## src/rtl/alu_pkg.sv

```systemverilog
// Shared constants and types for the ALU issue/collect controller family.
package alu_pkg;

    // Default datapath width; must match the ALU data width.
    localparam int ALU_WIDTH = 18;

    // Default ALU register stages between A/B and ALU_out.
    localparam int ALU_LAT = 1;

    // Wait counter width; covers latencies 0..7.
    localparam int CNT_W = 3;

    // Controller states: idle (accepting), waiting on the ALU pipeline,
    // holding a result until the consumer takes it.
    typedef enum logic [1:0] {
        IDLE = 2'd0,
        WAIT = 2'd1,
        HOLD = 2'd2
    } state_t;

endpackage

```

## src/rtl/alu_flag_gen.sv

```systemverilog
// Combinational flag derivation for an addition: signed overflow,
// unsigned carry out of the MSB, and zero detect.
module alu_flag_gen
    import alu_pkg::*;
#(
    parameter int WIDTH = ALU_WIDTH
) (
    input  logic [WIDTH-1:0] a,
    input  logic [WIDTH-1:0] b,
    input  logic [WIDTH-1:0] sum,
    output logic             ovf,
    output logic             carry,
    output logic             isZero
);

    // Signed overflow: operands agree in sign but the sum does not.
    // Carry: a wrapped modulo-2^WIDTH sum is always smaller than an operand.
    always_comb begin
        ovf    = (a[WIDTH-1] == b[WIDTH-1]) && (sum[WIDTH-1] != a[WIDTH-1]);
        carry  = (sum < a);
        isZero = (sum == '0);
    end

endmodule

```

## src/rtl/alu_issue_ctrl.sv

```systemverilog
// Issues operand pairs to a registered ALU adder, waits out its pipeline
// latency, then captures the sum together with derived flags.
//
// Handshakes: a transfer happens on a rising clk edge where valid and ready
// are both high. The command side (cmd_valid/cmd_ready) must hold its
// operands stable until cmd_ready; the result side (res_valid/res_ready)
// keeps res_data and flags stable while res_valid is high and drops
// res_valid after the edge where res_ready is seen.
module alu_issue_ctrl
    import alu_pkg::*;
#(
    parameter int WIDTH = ALU_WIDTH,
    parameter int LAT   = ALU_LAT
) (
    input  logic             clk,
    input  logic             rst,
    input  logic             cmd_valid,
    output logic             cmd_ready,
    input  logic [WIDTH-1:0] cmd_a,
    input  logic [WIDTH-1:0] cmd_b,
    output logic [WIDTH-1:0] alu_a,
    output logic [WIDTH-1:0] alu_b,
    input  logic [WIDTH-1:0] alu_out,
    output logic             res_valid,
    input  logic             res_ready,
    output logic [WIDTH-1:0] res_data,
    output logic             res_ovf,
    output logic             res_carry,
    output logic             res_isZero
);

    state_t           state;
    state_t           state_nxt;
    logic [CNT_W-1:0] cnt;

    logic accept;
    logic capture;
    logic release_res;

    logic flag_ovf;
    logic flag_carry;
    logic flag_zero;

    // Handshake and phase qualifiers derived from the current state.
    always_comb begin
        cmd_ready   = (state == IDLE) && !rst;
        accept      = cmd_valid && cmd_ready;
        capture     = (state == WAIT) && (cnt == '0);
        release_res = (state == HOLD) && res_ready;
    end

    // State register.
    always_ff @(posedge clk or posedge rst) begin
        if (rst) begin
            state <= IDLE;
        end else begin
            state <= state_nxt;
        end
    end

    // Next-state logic.
    always_comb begin
        state_nxt = state;
        case (state)
            IDLE:    if (accept)      state_nxt = WAIT;
            WAIT:    if (capture)     state_nxt = HOLD;
            HOLD:    if (release_res) state_nxt = IDLE;
            default: state_nxt = IDLE;
        endcase
    end

    // Operand registers: loaded on accept, held until the next accept.
    always_ff @(posedge clk or posedge rst) begin
        if (rst) begin
            alu_a <= '0;
            alu_b <= '0;
        end else if (accept) begin
            alu_a <= cmd_a;
            alu_b <= cmd_b;
        end
    end

    // Latency counter: loaded with LAT on accept, counts down in WAIT.
    always_ff @(posedge clk or posedge rst) begin
        if (rst) begin
            cnt <= '0;
        end else if (accept) begin
            cnt <= CNT_W'(LAT);
        end else if ((state == WAIT) && (cnt != '0)) begin
            cnt <= cnt - CNT_W'(1);
        end
    end

    alu_flag_gen #(
        .WIDTH (WIDTH)
    ) u_flag_gen (
        .a      (alu_a),
        .b      (alu_b),
        .sum    (alu_out),
        .ovf    (flag_ovf),
        .carry  (flag_carry),
        .isZero (flag_zero)
    );

    // Result capture at the end of the wait; res_valid clears on handshake.
    always_ff @(posedge clk or posedge rst) begin
        if (rst) begin
            res_data   <= '0;
            res_ovf    <= 1'b0;
            res_carry  <= 1'b0;
            res_isZero <= 1'b0;
            res_valid  <= 1'b0;
        end else if (capture) begin
            res_data   <= alu_out;
            res_ovf    <= flag_ovf;
            res_carry  <= flag_carry;
            res_isZero <= flag_zero;
            res_valid  <= 1'b1;
        end else if (release_res) begin
            res_valid  <= 1'b0;
        end
    end

endmodule

```

## config.mk

```make
export PLATFORM = sky130hd
export DESIGN_NAME = alu_issue_ctrl
export DESIGN_NICKNAME = d
export VERILOG_FILES = /design/src/rtl/alu_pkg.sv /design/src/rtl/alu_flag_gen.sv /design/src/rtl/alu_issue_ctrl.sv
export SDC_FILE = /design/constraint.sdc
export NUM_CORES = 1
export LEC_CHECK = 0
export CORE_UTILIZATION = 48
export CTS_BUF_LIST = sky130_fd_sc_hd__clkbuf_2 sky130_fd_sc_hd__clkbuf_4 sky130_fd_sc_hd__clkbuf_8
export CTS_CLUSTER_SIZE = 30
export DETAILED_ROUTE_END_ITERATION = 8
export GPL_TIMING_DRIVEN = 1
export PLACE_DENSITY = 0.88
export SLEW_MARGIN = 20
export SYNTH_ARGS = -nofsm -noshare
export SYNTH_HDL_FRONTEND = slang
export SYNTH_SLANG_ARGS = --single-unit
```

## constraint.sdc

```tcl
create_clock -name clk -period 3.5 [get_ports clk]
set_clock_uncertainty 0.2 [all_clocks]
set_input_delay 0.7 -clock clk [delete_from_list [all_inputs] [get_ports clk]]
set_output_delay 0.7 -clock clk [all_outputs]
set_load 0.01 [all_outputs]
```

Word level (Yosys, flattened, before mapping)
Cells that the tools add are included.
{ "classes": {"add_sub_neg": 1, "multipliers": 0, "div": 0, "order_cmp": 1, "n_eq_ne": 7, "n_shift": 0, "muxes": 8, "n_bitwise": 0, "reduce_logical": 14} }
{ "ops": {"columns": ["cell", "count"], "rows": [
  ["logical NOT 18 bit", 1],
  ["< comparator 18 bit", 1],
  ["logical AND 1 bit", 6],
  ["2-to-1 mux 2 bit", 3],
  ["2-to-1 mux 3 bit", 2],
  ["inequality test 2 bit (second input constant)", 3],
  ["case mux 2 bit (3 select lines)", 1],
  ["nonzero test 2 bit", 2],
  ["logical NOT 3 bit", 1],
  ["AND reduction 3 bit", 1],
  ["nonzero test 3 bit", 1],
  ["subtractor 3 x 1 -> 3 bit (second input constant)", 1],
  ["== test 2 x 1 -> 1 bit (second input constant)", 1],
  ["== test 2 bit (second input constant)", 1],
  ["logical NOT 2 bit", 1],
  ["2-to-1 mux 1 bit", 2],
  ["== test 1 bit", 1],
  ["logical NOT 1 bit", 1],
  ["inequality test 1 bit", 1]
]} }
{ "totals": {"regBits": 63, "latch_bits": 0, "ram_bits": 0, "mem_bits_ro": 0, "in_bits": 58, "out_inout_bits": 59, "word_cells": 40, "mem_count": 0} }

Depth between registers and ports, before layout
{ "depth": {"ltp_word": 5, "mapped_depth": 8, "mapped_depth_nobuf": 7} }

By module
A second synthesis with hierarchy kept.
{ "hier_totals": {"cells_unflattened": 217, "area_unflattened_um2": 3044.2} }
{ "by_module_without_submodules": {"columns": ["mod", "instances", "cells_per_inst", "area_per_inst_um2", "seq_area_each_um2"], "rows": [
  ["alu_issue_ctrl", 1, 152, 2563.7, 1576.5],
  ["alu_flag_gen", 1, 65, 480.5, 0.0]
]} }

Worst setup path after synthesis
OpenSTA, ideal clock, no wires.
{ "synth_path": {"path_kind": "input to register", "from": "input alu_out[2]", "to": "register res_isZero", "setup_time_ns": 0.077, "arrival_time_ns": 1.762, "required_time_ns": 3.223, "setup_slack_ns": 1.461, "stages": 3, "path_buffers": 0, "path_cell_list": "or4_1 or4_1 o21ai_1"} }
{ "synth_between": {"elab_chain_cells": 1} }
{ "synth_lines": {"columns": ["element", "line_no", "rtl"], "rows": [
  ["start, declared", "alu_issue_ctrl.sv:23", "input logic [WIDTH-1:0] alu_out,"],
  ["logical NOT 18 bit", "alu_flag_gen.sv:21", "isZero = (sum == '0);"],
  ["end signal, assigned", "alu_issue_ctrl.sv:117", "res_isZero <= flag_zero;"],
  ["end, declared", "alu_issue_ctrl.sv:29", "output logic res_isZero"]
]} }
Every way passes these cells.
A chain may end at the register's enable or synchronous reset.

Worst setup path in the final report
{ "layout_path": {"from": "input rst", "to": "output cmd_ready"} }
{ "layout_between": {"elab_chain_cells": 2} }
{ "layout_lines": {"columns": ["element", "line_no", "rtl"], "rows": [
  ["start, declared", "alu_issue_ctrl.sv:16", "input logic rst,"],
  ["logical NOT 1 bit (no source line)", null, null],
  ["logical AND 1 bit", "alu_issue_ctrl.sv:46", "cmd_ready = (state == IDLE) && !rst;"],
  ["end, declared", "alu_issue_ctrl.sv:18", "output logic cmd_ready,"]
]} }
Every way passes these cells.

==> reports/qor.csv <==
stage;metric;value;unit
run_status;run status;complete, no violations;
place;RePlAce Congestion;0.8006;
synth;number of distinct library cells after synthesis;28;
final_layout;proportion of layout cells with a drive suffix above 1;0.04525;
clock_tree;register clock-pin slew on the reported worst setup and hold paths;60;ps
routing;met1 routed wirelength after detailed routing;3.014;mm
sta;setup-violating endpoint count in the final report;0;
synth;Syn Inst Count;320;
floorplan;total die area;0.006242;sq mm
clock_tree;clock insertion delay at the later pin of the skew report;320;ps
worst_setup_path;internal reg-to-reg setup slack;1240;ps
power_and_ir_drop;power per unit of standard cell area;847.3;mW/mm^2
place;count of input and output buffers;116;
sta;Slew Viols, Final;0;
final_layout;most frequent standard cell in the layout excluding fill and tap cells;nand2_1;
synth;Yosys Warn Count;0;
floorplan;horizontal die dimension;79.01;um
routing;top routing layer in use;met4;
grt;antenna violations before repair;0;
floorplan;ports placed on the boundary;117;
final_layout;commonest cells after routing, fill and taps aside;142 x nand2_1, 116 x clkdlybuf4s50_1, 63 x dfrtp_1, 22 x o21ai_0, 20 x inv_1;
worst_hold_path;end point of the worst hold path;alu_b[1];
clock_tree;hold_buf cts;0;
clock_tree;htree depth;3;
clock_tree;post-CTS resize count;0;
floorplan;die height;79.01;um
place;Cells after DPL;499;
synth;share of synthesized area occupied by flip-flops and latches;0.5538;
grt;largest net degree at the start of global routing;56;
routing;count of routing violations after the opening detailed-route iteration;149;
routing;detailed-route wire length;7.367;mm
sta;Slew HR;0.5278;
power_and_ir_drop;worst vdd rail ir drop;533.3;uV
worst_setup_path;Critical Path Start;rst;
sta;final hold vios;0;
worst_hold_path;hold path depth;2;
sta;time the final worst path needs with I/O delays and setup;2903;ps
worst_setup_path;depth of the worst register-to-register path;7;
clock_tree;clock buffers created by TritonCTS;9;
worst_setup_path;CP Max Fanout;3;
place;Post-Place Worst Slack;598.0;ps
worst_setup_path;critical path endpoint category;output port;
worst_hold_path;start point of the worst hold path;alu_b[1];
clock_tree;root buffer selected by CTS;clkbuf_8;
worst_setup_path;Critical R2R Capture;res_carry;
final_layout;diode count;0;
routing;Via Count;2611;
sta;worst-case setup margin in the final layout;597.4;ps
routing;met3 layer wire length in the routed design;556;um
grt;total global routing track utilization;0.2502;
power_and_ir_drop;standby leakage power;0.002036;uW
floorplan;number of core rows;27;
final_layout;post-layout net count;515;
routing;first drt pass iteration count;4;
clock_tree;Bufs on Longest Clock Path;2;
floorplan;Core Region;0.005608;sq mm
routing;mean routed wirelength per cell;14.33;um
final_layout;final instance count without filler cells;514;
sta;unrepaired setup endpoints after global routing;false;
worst_hold_path;worst min-delay path class;flop to flop;
synth;synthesized netlist net count;397;
worst_setup_path;launching point of the worst reg2reg path;cnt[0];
worst_setup_path;critical path start-end classification;input pin to output port;
final_layout;area grow syn2layout;50.37;%
grt;Remaining Overflow, GRT;0;
worst_setup_path;required time of the critical path;2600;ps
sta;Total Neg Setup Slack;0;ps
routing;remaining antenna violation count;0;
sta;pin slew with the least headroom to its limit;706.6;ps
sta;fmax;344.5;MHz
floorplan;initial standard-cell utilization of the core;0.5076;
worst_setup_path;type of element launching the critical path;input pin;
grt;via count of the first global-routing pass;2637;
clock_tree;setup repair bufs after CTS;0;
routing;Post-route DRC;0;
sta;portion of the clock cycle consumed by the worst path in the final layout;0.8293;
grt;global-route wire length before repair;11.94;mm
synth;Synth Cell Area;0.002846;sq mm
synth;Synth Register Bits;63;
routing;routed wl met2;3.605;mm
synth;average size of a mapped cell;8.895;sq um
clock_tree;CTS tree;built;
routing;number of vias per cell;5.080;
worst_setup_path;Worst Path Arrival;2000;ps
run;max-cap check violation count;0;
clock_tree;TritonCTS Sinks;63;
place;detailed-placement wirelength estimate;5.316;mm
-- area by class of cell --
| class | count | area [sq um] |
|---|---|---|
| clock buffer | 12 | 158.9 |
| multi-input combinational | 224 | 1137 |
| fill | 402 | 1328 |
| timing repair buffer | 119 | 1196 |
| clock inverter | 3 | 42.54 |
| inverter | 21 | 78.83 |
| sequential | 63 | 1577 |
| tap | 72 | 90.09 |
-- synthesized netlist by cell type --
master	instances	area (sq um)
clkbuf_2	1	5.000
nor3b_1	1	7.510
nand3_1	2	10.01
a211oi_1	1	7.510
nor2b_1	2	12.51
a2111oi_0	1	8.760
a22o_1	1	8.760
a21oi_1	7	35.03
and2_1	2	12.51
o31ai_1	2	15.01
o21ai_0	22	110.1
a41oi_1	1	8.760
nand2_1	142	533.0
a21o_1	1	7.510
clkbuf_1	4	15.01
nor2_1	4	15.01
buf_2	7	35.03
o21ai_1	1	5.000
nand4_1	1	6.260
nor4_1	4	25.02
xor2_1	2	17.52
or4_1	2	15.01
ha_1	19	237.7
nand2b_1	3	18.77
nor3_1	2	10.01
xnor2_1	1	8.760
dfrtp_1	63	1577
inv_1	21	78.83
-- metal layers --
metal	vias up	track usage
li1	1261	-
met1	1230	0.2936
met2	102	0.4198
met3	18	0.06552
met4	0	0.1309
met5	-	0
-- stage by stage --
stage               power (uW)  cell area (sq um)  utilization  hold slack [ps]
floorplan                 2069               2846            -            280.2
global placement          2911               4079       0.7274            256.8
detailed placement        2991               4079       0.7274            261.8
CTS                       3654               4280       0.7633            276.8
global route              3886               4280       0.7633            295.3
finish                    3627               4280       0.7633            270.8
-- critical path, cell delays in order --
cell and delay (ps):
clkdlybuf4s50_1 440, nor3_1 270, clkdlybuf4s50_1 600
-- report_power, final --
group          internal, uW  switching [uW]
combinational           895             826
clock                   371             263
sequential             1080             192
-- cell families (layout without fill, tap and decap cells) --
logic type               after synthesis  in the layout  share of synthesized area
AND/OR/NAND/NOR                      165            165                     0.2338
flip-flops                            63             63                     0.5538
AO/OA/AOI/OAI                         37             37                    0.07253
buffers and inverters                 33            155                    0.04703
adder cells (fa/ha/maj)               19             19                    0.08352
XOR/XNOR                               3              3                   0.009232
-- sequential cells by signal, indices dropped and copies added (netlist names) --
name,flops
res_isZero,1
alu_b,18
res_ovf,1
state,2
res_carry,1
res_data,18
alu_a,18
cnt,3
res_valid,1
-- how the worst max path moves through the flow --
stage | endpoint | slack [ps] | cells past startpoint
after detailed placement | cmd_ready | 600 | 3
after CTS | cmd_ready | 580 | 3
final | cmd_ready | 600 | 3
after global placement | cmd_ready | 660 | 3
after global routing | cmd_ready | 520 | 3
after floorplan | alu_a[0] | 1030 | 1
Note: power is estimated with default switching activity, not from simulation.
